<file path="config.mk">
export PLATFORM = sky130hd
export DESIGN_NAME = ising_run_sched
export DESIGN_NICKNAME = d
export VERILOG_FILES = /design/src/rtl/ising_run_sched.sv
export SDC_FILE = /design/constraint.sdc
export NUM_CORES = 1
export LEC_CHECK = 0
export CAP_MARGIN = 5
export CORE_MARGIN = 3
export CORE_UTILIZATION = 50
export DETAILED_ROUTE_END_ITERATION = 8
export PLACE_DENSITY = 0.71
export SLEW_MARGIN = 25
export SYNTH_ARGS = -nofsm -noshare
export SYNTH_HDL_FRONTEND = slang
export SYNTH_SLANG_ARGS = --single-unit
</file>
<file path="constraint.sdc">
create_clock -name clk -period 4.8 [get_ports clk]
set_input_delay 0.96 -clock clk [delete_from_list [all_inputs] [get_ports clk]]
set_output_delay 0.96 -clock clk [all_outputs]
set_load 0.02 [all_outputs]
</file>
<file path="src/rtl/ising_run_sched.sv">
// Run scheduler for the Ising array: run configuration registers and the
// reset -> anneal -> snapshot sequence, repeated for a programmed number of runs.
module ising_run_sched #(
    parameter logic [23:0] ADDR_BASE = 24'h000001,
    parameter int          CNT_W     = 32
) (
    input  logic        clk,
    input  logic        axi_rstn,
    input  logic        wr_en,
    input  logic [31:0] wr_addr,
    input  logic [31:0] wr_data,
    input  logic        rd_en,
    input  logic [31:0] rd_addr,
    output logic        rd_valid,
    output logic [31:0] rd_data,
    output logic        core_rstn,
    output logic        core_en,
    output logic        snap_req,
    input  logic        snap_ack,
    output logic        busy,
    output logic        irq
);

    typedef enum logic [2:0] {
        S_IDLE = 3'd0,
        S_RST  = 3'd1,
        S_RUN  = 3'd2,
        S_SNAP = 3'd3,
        S_DONE = 3'd4
    } state_t;

    localparam logic [7:0] OFF_CTRL   = 8'h00;
    localparam logic [7:0] OFF_RSTCYC = 8'h04;
    localparam logic [7:0] OFF_RUNCYC = 8'h08;
    localparam logic [7:0] OFF_NRUNS  = 8'h0C;
    localparam logic [7:0] OFF_STATUS = 8'h10;
    localparam logic [7:0] OFF_TOTAL  = 8'h14;

    state_t             state, state_n;
    logic [15:0]        rst_cyc_r;
    logic [CNT_W-1:0]   run_cyc_r;
    logic [15:0]        num_runs_r;
    logic [15:0]        rst_sh;
    logic [CNT_W-1:0]   run_sh;
    logic [15:0]        num_sh;
    logic [CNT_W-1:0]   cnt;
    logic [CNT_W-1:0]   rst_lim;
    logic [CNT_W-1:0]   run_lim;
    logic [15:0]        runs_done;
    logic [CNT_W-1:0]   total;
    logic               done_f;
    logic               abort_f;
    logic               wr_hit;
    logic               rd_hit;
    logic               ctrl_wr;
    logic               start_go;
    logic               abort_act;
    logic               ack_take;
    logic [31:0]        rd_mux;

    // ---------------- write decode ----------------
    assign wr_hit    = wr_en && (wr_addr[31:8] == ADDR_BASE);
    assign rd_hit    = rd_en && (rd_addr[31:8] == ADDR_BASE);
    assign ctrl_wr   = wr_hit && (wr_addr[7:0] == OFF_CTRL);
    // abort beats start when both bits are set in one write
    assign abort_act = ctrl_wr && wr_data[1] && (state != S_IDLE);
    assign start_go  = ctrl_wr && wr_data[0] && !wr_data[1] && (state == S_IDLE);
    assign ack_take  = (state == S_SNAP) && snap_ack && !abort_act;

    // shadows are clamped to >= 1 at latch time, so limits never underflow
    assign rst_lim = CNT_W'(rst_sh) - CNT_W'(1);
    assign run_lim = run_sh - CNT_W'(1);

    always_ff @(posedge clk or negedge axi_rstn) begin
        if (!axi_rstn) begin
            rst_cyc_r  <= 16'd16;
            run_cyc_r  <= CNT_W'(1000);
            num_runs_r <= 16'd1;
        end else if (wr_hit) begin
            case (wr_addr[7:0])
                OFF_RSTCYC: rst_cyc_r  <= wr_data[15:0];
                OFF_RUNCYC: run_cyc_r  <= CNT_W'(wr_data);
                OFF_NRUNS:  num_runs_r <= wr_data[15:0];
                default: ;
            endcase
        end
    end

    // ---------------- sequencer ----------------
    always_comb begin
        state_n = state;
        case (state)
            S_IDLE: if (start_go) state_n = S_RST;
            S_RST:  if (cnt == rst_lim) state_n = S_RUN;
            S_RUN:  if (cnt == run_lim) state_n = S_SNAP;
            S_SNAP: begin
                if (snap_ack) begin
                    if ((runs_done + 16'd1) == num_sh) state_n = S_DONE;
                    else                               state_n = S_RST;
                end
            end
            S_DONE: state_n = S_IDLE;
            default: state_n = S_IDLE;
        endcase
        if (abort_act) state_n = S_IDLE;
    end

    always_ff @(posedge clk or negedge axi_rstn) begin
        if (!axi_rstn) begin
            state <= S_IDLE;
            cnt   <= '0;
        end else begin
            state <= state_n;
            if (state_n != state)
                cnt <= '0;
            else if (state == S_RST || state == S_RUN)
                cnt <= cnt + CNT_W'(1);
        end
    end

    always_ff @(posedge clk or negedge axi_rstn) begin
        if (!axi_rstn) begin
            rst_sh    <= 16'd1;
            run_sh    <= CNT_W'(1);
            num_sh    <= 16'd1;
            runs_done <= '0;
            total     <= '0;
            done_f    <= 1'b0;
            abort_f   <= 1'b0;
        end else if (start_go) begin
            rst_sh    <= (rst_cyc_r  == '0) ? 16'd1     : rst_cyc_r;
            run_sh    <= (run_cyc_r  == '0) ? CNT_W'(1) : run_cyc_r;
            num_sh    <= (num_runs_r == '0) ? 16'd1     : num_runs_r;
            runs_done <= '0;
            total     <= '0;
            done_f    <= 1'b0;
            abort_f   <= 1'b0;
        end else begin
            // abort in RUN still counts its cycle: core_en was high during it
            if (state == S_RUN && total != '1)
                total <= total + CNT_W'(1);
            if (ack_take)
                runs_done <= runs_done + 16'd1;
            if (state_n == S_DONE)
                done_f <= 1'b1;
            if (abort_act) begin
                abort_f <= 1'b1;
                done_f  <= 1'b0;
            end
        end
    end

    // outputs registered from the next state so they reset to their idle-low values
    always_ff @(posedge clk or negedge axi_rstn) begin
        if (!axi_rstn) begin
            core_rstn <= 1'b0;
            core_en   <= 1'b0;
            snap_req  <= 1'b0;
            busy      <= 1'b0;
            irq       <= 1'b0;
        end else begin
            core_rstn <= (state_n != S_RST);
            core_en   <= (state_n == S_RUN);
            snap_req  <= (state_n == S_SNAP);
            busy      <= (state_n == S_RST) || (state_n == S_RUN) || (state_n == S_SNAP);
            irq       <= (state_n == S_DONE);
        end
    end

    // ---------------- readback ----------------
    always_comb begin
        rd_mux = 32'h0;
        if (rd_hit) begin
            case (rd_addr[7:0])
                OFF_RSTCYC: rd_mux = {16'h0, rst_cyc_r};
                OFF_RUNCYC: rd_mux = 32'(run_cyc_r);
                OFF_NRUNS:  rd_mux = {16'h0, num_runs_r};
                OFF_STATUS: rd_mux = {runs_done, 10'h0, state, abort_f, done_f, busy};
                OFF_TOTAL:  rd_mux = 32'(total);
                default:    rd_mux = 32'h0;
            endcase
        end
    end

    always_ff @(posedge clk or negedge axi_rstn) begin
        if (!axi_rstn) begin
            rd_valid <= 1'b0;
            rd_data  <= 32'h0;
        end else begin
            rd_valid <= rd_en;
            rd_data  <= rd_en ? rd_mux : 32'h0;
        end
    end

endmodule

</file>
==> metrics.csv, run 1 <==
metric,value,unit
status,completed,
ir_drop,0.285,mV
placementRows,60,
cts_tree,yes,
grt_pass1_vias,11200,
antenna_left,0,
critical_path_buf_inv_count,1,
start_util,0.511,
rsz0062_at_grt,false,
cp-end-kind,flip-flop,
first_iter_violations,1007,
h-tree-depth,1,
grt_max_degree,108,
numCtsBuffers,28,
setup_ws,1110,ps
die_w,172,um
seq_area_frac_synth,0.456,
placedCellCount,1851,
synth_warnings,0,
mostFrequentLayoutCells,"nand2_1, dfrtp_1, clkdlybuf4s50_1, nor2_1, mux2_2",
worst_pin_slew,1020,ps
cts_resized,0,
async_reset_ff_frac,1.00,
vias,11500,
area_growth,18.3,%
p_per_area,280,mW/mm^2
ys_types,79,
hold_buffers,0,
syn_avg_cell_area,9.55,sq um
first_pass_iters,5,
yosys_register_bits,251,
drt_wl_total,40000,um
required,5200,ps
path_clk_slew,60,ps
drv_slew,0,
viasPerCell,6.05,
cts_sinks,251,
cts_root_buf,clkbuf_16,
place_ws,616,ps
cts_buffer_depth,3,
cpPeakStageDelay,720,ps
synth_edf_count,0,
post-route-drc-count,0,
postCtsSetupBuffers,0,
place_congestion,0.939,
hpwl,28500,um
drive_above_1_share,0.138,
arrival,4090,ps
min_path_type,primary input to asynchronous set/reset pin,
nNetsFinal,1646,
wl_per_cell,21.1,um
die_area,0.0297,sq mm
antenna_found_initial,0,
antenna_cells,0,
slew_headroom,0.321,
setup-tns-final,0,ps
portBuffers,138,
period_minus_slack,3690,ps
grt_pass1_wl,62900,um
total_power,4.58,mW
globalRoute.totalOverflow,0,
cpMaxStageDelayCell,nor3b_1,
synth_cells,1446,
fin_crit_sh,0.769,
grt_usage,0.270,
cp-start-kind,flip-flop,
die_h,172,um
cp_cell_sequence,inv_1 -> ha_1 -> nor3b_1 -> nand4_1 -> nor3b_1 -> o221ai_1 -> o41ai_2 -> or3_1 -> o31a_4 -> nor3_1,
critPathKind,flip-flop to flip-flop,
synth.top_cells.by_area,"dfrtp_1, mux2_2, nand2_1, xnor2_1, xor2_1",
yosysTopAreaCell,dfrtp_1,
fin_skew,55.7,ps
synth_fp_nets,1552,
crit_path_frequent_cell,nor3b_1,
cp_top_family,simple AND/OR/NAND/NOR gates,
yosysTopAreaCellShare,0.435,
critPathMaxFanout,32,
fin_cells,1901,
ios,139,
mostFrequentLayoutCell,nand2_1,
drv_cap,0,
netlist_area,0.0138,sq mm
fmax,271,MHz
p_leak,7.05,nW
setup_viol,0,
hold_viol_final,0,
ys.flop_type,dfrtp_1,
clk_latency,590,ps
core,0.0270,sq mm
## stage by stage
step	instance area, sq um	util	hold WS (ps)
2_1_floorplan	13800	-	458
3_3_place_gp	15400	0.568	479
3_5_place_dp	15400	0.568	487
4_1_cts	16300	0.605	501
5_1_grt	16300	0.605	516
6_report	16300	0.605	422
## power breakdown
part,total [mW],leakage (nW),internal [mW],switching [mW]
Clock,2.29,0.486,1.37,0.922
Combinational,0.172,3.33,0.0912,0.0806
Sequential,2.12,3.23,2.12,0.00169
Total,4.58,7.05,3.57,1.00
## layout make-up
cell class	count	area, sq um
clock buffers	36	781
clock inverters	14	204
fillers	2326	10700
inverters	15	56.3
multi-input cells	1089	7060
flip-flops and latches	251	6290
well taps	341	427
repair buffers	155	1530
## path summary, 6_finish.rpt
path | start | endpoint | slack (ps) | depth (start not counted)
worst max-delay path | rst_sh[1] | cnt[6] | 1110 | 10
worst min-delay path | axi_rstn | cnt[9] | 420 | 1
worst max register to register | rst_sh[1] | cnt[6] | 1110 | 10
worst min register to register | num_sh[1] | num_sh[1] | 500 | 2
max in group asynchronous | axi_rstn | num_sh[4] | 3250 | 2
min in group clk | num_sh[1] | num_sh[1] | 500 | 2
## routing by layer
metal	track usage	share of wire
met5	0	0
met4	0.0902	0.035
met3	0.0423	0.061
met2	0.430	0.47
met1	0.380	0.44
## kinds of logic (layout without fill, tap and decap cells)
group,Yosys count,in the layout,share of synthesized area
AND/OR/NAND/NOR,668,668,0.249
multiplexers,99,99,0.0798
AO/OA/AOI/OAI,184,184,0.0917
buffers and inverters,106,220,0.0344
adder cells (fa/ha/maj),5,5,0.00453
XOR/XNOR,133,133,0.0853
flip-flops,251,251,0.456
## Yosys cell counts (10+ instances only)
| cell type | number |
|---|---|
| nor3_2 | 19 |
| a22o_1 | 11 |
| a21oi_1 | 32 |
| nor4_1 | 51 |
| nor2_1 | 108 |
| and4_1 | 11 |
| dfrtp_1 | 240 |
| xor2_1 | 56 |
| mux2i_1 | 10 |
| nor3b_1 | 10 |
| nor2b_1 | 10 |
| buf_2 | 14 |
| inv_1 | 15 |
| nand4_1 | 38 |
| dfstp_2 | 11 |
| nand2b_1 | 11 |
| nand2_1 | 247 |
| nor3_1 | 42 |
| o31ai_1 | 10 |
| or3_1 | 18 |
| a22oi_1 | 34 |
| xnor2_1 | 76 |
| mux2_2 | 89 |
| clkbuf_1 | 59 |
| o21ai_0 | 46 |
| and3_1 | 14 |
| nand3_1 | 35 |
## registers in the layout (all words and copies together), names as in the netlist
name / cells
state: 3
rd_data: 32
cnt: 32
snap_req: 1
total: 32
num_runs_r: 16
rd_valid: 1
done_f: 1
rst_sh: 16
core_en: 1
core_rstn: 1
num_sh: 16
busy: 1
rst_cyc_r: 16
runs_done: 16
run_sh: 32
irq: 1
run_cyc_r: 32
abort_f: 1
## worst reg2reg max path, delay by kind of cell, from the launching register on
family	cells	cell delay [ps]
and+or+nand+nor	5	1750
AOI/OAI and AO/OA	3	1150
DFF	1	410
adders and majority gates	1	170
buffers and inverters	1	90
No activity file was read; power rests on OpenSTA's default activity.
==> run 2, diff against run 1 <==
--- a/config.mk
+++ b/config.mk
@@ -9,7 +9,7 @@
 export CORE_MARGIN = 3
 export CORE_UTILIZATION = 50
 export DETAILED_ROUTE_END_ITERATION = 8
-export PLACE_DENSITY = 0.71
+export PLACE_DENSITY = 0.74
 export SLEW_MARGIN = 25
 export SYNTH_ARGS = -nofsm -noshare
 export SYNTH_HDL_FRONTEND = slang
==> constraint.sdc (replaced) <==
create_clock -name clk -period 3.04 [get_ports clk]
set_input_delay 0.608 -clock clk [delete_from_list [all_inputs] [get_ports clk]]
set_output_delay 0.608 -clock clk [all_outputs]
set_load 0.02 [all_outputs]
==> run 2 against run 1 <==
The run now ends with negative setup slack left. Flip-flop and latch count stayed put. Via count is 8.9% higher. Final area is 11% higher. Total power is 52% higher. Highest routed layer unchanged.
==> metrics.csv, run 2 (same netlist as run 1, synthesis figures left out) <==
metric,value,unit
arrival,3610,ps
die_h,172,um
cp_top_family,simple AND/OR/NAND/NOR gates,
antenna_found_initial,0,
period_minus_slack,3200,ps
worst_pin_slew,766,ps
cts_buffer_depth,3,
setup_viol,37,
viasPerCell,6.02,
path_clk_slew,60,ps
grt_max_degree,76,
fin_skew,17.2,ps
ios,139,
cts_root_buf,clkbuf_16,
grt_pass1_wl,67100,um
placedCellCount,2004,
area_growth,31.8,%
fmax,313,MHz
h-tree-depth,1,
place_ws,-591,ps
numCtsBuffers,27,
rsz0062_at_grt,true,
multi_input_area,0.00747,sq mm
critPathMaxFanout,4,
portBuffers,138,
drt_wl_total,43600,um
post-route-drc-count,0,
wl_per_cell,21.0,um
first_pass_iters,5,
cp-start-kind,flip-flop,
first_iter_violations,1145,
antenna_left,0,
drive_above_1_share,0.252,
cpPeakStageDelay,490,ps
hold_viol_final,0,
regArea,0.00630,sq mm
violations,negative setup slack,
nNetsFinal,1825,
globalRoute.totalOverflow,0,
r2r_setup_slack,-160,ps
antenna_cells,0,
critical_path_buf_inv_count,2,
grt_pass1_vias,12500,
min_path_type,primary input to asynchronous set/reset pin,
drv_cap,0,
drv_slew,0,
hold_buffers,0,
die_area,0.0297,sq mm
die_w,172,um
required,3450,ps
fin_cells,2080,
slew_headroom,0.488,
critPathKind,flip-flop to flip-flop,
cpMaxStageDelayCell,or4_1,
mostFrequentLayoutCells,"nand2_1, dfrtp_1, buf_4, clkdlybuf4s50_1, nor2_1",
r2r_start,run_sh[17],
start_util,0.511,
p_per_area,382,mW/mm^2
cts_sinks,251,
hpwl,30700,um
fin_crit_sh,1.05,
fillCellCount,2108,
cp-end-kind,flip-flop,
p_leak,7.95,nW
status,"finished, violations left",
placementRows,60,
setup_ws,-155,ps
cts_tree,yes,
place_congestion,0.944,
cp_cell_sequence,nor4_4 -> buf_4 -> nand4_1 -> or4_1 -> o211ai_1 -> o22ai_1 -> a2111o_1 -> buf_6 -> o21ai_4 -> nand2_2 -> or3_1,
clk_latency,550,ps
mostFrequentLayoutCell,nand2_1,
grt_usage,0.287,
core,0.0270,sq mm
ir_drop,0.339,mV
vias,12500,
worstRegToRegCells,11,
r2r-end,core_rstn,
## run 2: cell count changes in the layout (fill, tap and decap cells not counted), moves of 4 or more
cell and delta:
nor3_4 +9, nor4_1 -7, buf_6 +12, buf_12 +10, buf_4 +154, nor3_1 -16
clkinv_2 -5, clkbuf_1 +5, nor4_2 +4, nor3_2 +7, or3_4 +4
## run 2: cell type report
class                           count  share of cell area
Tap cell                          341              0.0234
Multi-Input combinational cell   1091               0.410
Timing Repair Buffer              333               0.169
Clock buffer                       41              0.0433
Clock inverter                      8             0.00563
Inverter                           15             0.00309
Sequential cell                   251               0.346
## run 2: worst max path at each step
stage,from,end,slack (ps),cells after the start
after CTS,run_sh[12],cnt[22],-120,13
after detailed placement,snap_ack,cnt[27],-590,11
after global routing,run_sh[15],core_rstn,-320,11
after floorplan,wr_addr[9],runs_done[13],70,10
after global placement,snap_ack,cnt[6],-490,11
final,run_sh[17],core_rstn,-160,11
## run 2: metal layers
layer  routed length, um  global-route usage  up-vias
li1                    -                   -     5695
met4                1780               0.107        0
met3                3220              0.0514      130
met5                   0                   0        -
met2               20900               0.473      586
met1               17700               0.382     6114
## run 2: repair_timing
action / in CTS / in global routing
setup endpoints to repair: 37 / 38
setup buffers: 14 / 10
gates cloned: 2 / 3
resized for setup: 28 / 57
pin swaps: 23 / 39
## run 2: power by group
| group | switching (mW) | internal, mW | leakage, nW | total [mW] |
|---|---|---|---|---|
| combinational | 0.134 | 0.153 | 4.29 | 0.287 |
| sequential | 0.00176 | 3.34 | 3.23 | 3.34 |
| clock | 1.38 | 1.95 | 0.430 | 3.33 |
## run 2: worst reg2reg max path: cells and delay by family, from the launching register on
| kind | cells | cell delay (ps) |
|---|---|---|
| AO/OA/AOI/OAI | 4 | 900 |
| AND/OR/NAND/NOR | 5 | 1400 |
| flip-flops | 1 | 430 |
| buffers and inverters | 2 | 340 |
## run 2: per-stage QoR
stage	total power [mW]	hold WS, ps	utilization	instance area [sq um]	TNS, ps
after CTS	7.00	71.3	0.659	17800	-2590
final	6.96	52.4	0.674	18200	-3370
after floorplan	3.45	312	-	13800	0
after detailed placement	3.69	480	0.615	16600	-21780
after global placement	3.69	475	0.615	16600	-18900
after global routing	7.14	89.4	0.674	18200	-7960
==> run 3, diff against run 2 <==
--- a/config.mk
+++ b/config.mk
@@ -9,7 +9,8 @@
 export CORE_MARGIN = 3
 export CORE_UTILIZATION = 50
 export DETAILED_ROUTE_END_ITERATION = 8
-export PLACE_DENSITY = 0.74
+export GPL_TIMING_DRIVEN = 0
+export PLACE_DENSITY = 0.71
 export SLEW_MARGIN = 25
 export SYNTH_ARGS = -nofsm -noshare
 export SYNTH_HDL_FRONTEND = slang
==> constraint.sdc (replaced) <==
create_clock -name clk -period 4 [get_ports clk]
set_input_delay 0.8 -clock clk [delete_from_list [all_inputs] [get_ports clk]]
set_output_delay 0.8 -clock clk [all_outputs]
set_load 0.02 [all_outputs]
==> run 3 against run 2 <==
Total power down 23%. Fmax down 14%. Critical endpoint is now cnt[6]. Final area is 8.6% lower. First-iteration DRC count shrank 10%. Clock-buffer cell count grew 1. Flip-flop and latch count did not move. The flow now finishes without violations. Hold slack improved by 150 ps. Setup slack improved by 420 ps. Critical path depth is the same. Largest cell class unchanged.
==> metrics.csv, run 3 (same netlist as run 1, synthesis figures left out) <==
metric,value,unit
die_area,0.0297,sq mm
fmax,268,MHz
clk_latency,570,ps
drv_slew,0,
p_leak,7.17,nW
place_congestion,0.931,
mostFrequentLayoutCells,"nand2_1, dfrtp_1, clkdlybuf4s50_1, nor2_1, mux2_2",
portBuffers,137,
globalRoute.totalOverflow,0,
mostFrequentLayoutCell,nand2_1,
critPathMaxFanout,10,
drv_cap,0,
numCtsBuffers,28,
die_w,172,um
grt_pass1_wl,64700,um
ios,139,
fin_crit_sh,0.933,
status,completed,
placementRows,60,
post-route-drc-count,0,
grt_pass1_vias,11800,
antenna_found_initial,0,
nNetsFinal,1723,
first_iter_violations,1030,
cp-end-kind,flip-flop,
placed_cell_area,0.0157,sq mm
arrival,4190,ps
whs,201,ps
setup-tns-final,0,ps
area_growth,20.4,%
grt_usage,0.278,
cp-start-kind,flip-flop,
wl_per_cell,20.8,um
worst_pin_slew,917,ps
final_util,0.616,
slew_headroom,0.383,
p_per_area,321,mW/mm^2
vias,11800,
r2r_setup_slack,270,ps
critPathKind,flip-flop to flip-flop,
ir_drop,0.344,mV
die_h,172,um
period_minus_slack,3730,ps
hold_viol_final,0,
drt_wl_total,41300,um
grt_max_degree,95,
drive_above_1_share,0.135,
fin_skew,29.5,ps
min_path_type,primary input to asynchronous set/reset pin,
final_area,0.0166,sq mm
first_pass_iters,5,
h-tree-depth,1,
total_power,5.33,mW
antenna_cells,0,
viasPerCell,5.97,
antenna_left,0,
hpwl,30700,um
fillCellCount,2287,
setup_viol,0,
rsz0062_at_grt,false,
cts_tree,yes,
core,0.0270,sq mm
regArea,0.00629,sq mm
start_util,0.511,
path_clk_slew,60,ps
cts_sinks,251,
multi_input_area,0.00706,sq mm
cts_root_buf,clkbuf_16,
cts_buffer_depth,3,
required,4460,ps
-- run 3: per-layer routing --
metal	up-vias	track usage	wire length [um]
li1	5479	-	-
met1	5832	0.363	17400
met2	411	0.473	19800
met3	108	0.0432	2480
met4	0	0.0958	1610
met5	-	0	0
-- run 3: worst paths after layout --
kind,start,endpoint,cells past startpoint
setup / recovery,runs_done[2],cnt[6],11
hold / removal,axi_rstn,cnt[5],1
setup reg to reg,runs_done[2],cnt[6],11
hold reg to reg,num_sh[15],num_sh[15],2
max in group asynchronous,axi_rstn,total[28],3
min in group clk,num_sh[15],num_sh[15],2
-- run 3: critical path, stage by stage (launching register included) --
cell and delay (ps):
dfrtp_1 330, buf_2 190, nand3_1 290, nor4_1 720, xnor2_1 220, nand4b_1 120, nor4_1 770, a211o_1 250
nor3_2 60, o31a_4 320, buf_6 160, nor3_1 190
-- run 3: power by group --
part	internal [mW]	leakage, nW	switching (mW)
registers	2.54	3.23	0.000393
logic	0.111	3.48	0.0994
clock network	1.50	0.458	1.08
-- run 3: area by class of cell --
cell class                 instances  area share
timing repair buffer             141      0.0868
buffer                            91      0.0252
inverter                          15     0.00338
sequential                       251       0.378
tap                              341      0.0256
multi-input combinational       1089       0.424
clock inverter                    10     0.00684
clock buffer                      42      0.0495
-- run 3: timing repair --
item | CTS | global route
resized for setup | 0 | 1
setup endpoints to repair | 0 | 11
buffers inserted | 0 | 0
hold buffers | 0 | 0
-- run 3: metrics by stage --
stage          worst slack, ps  instances
4_1_cts                    134       1980
5_1_grt                   85.1       1980
2_1_floorplan              835       1446
6_report                   267       1980
3_3_place_gp             -8490       1924
3_5_place_dp              -447       1928
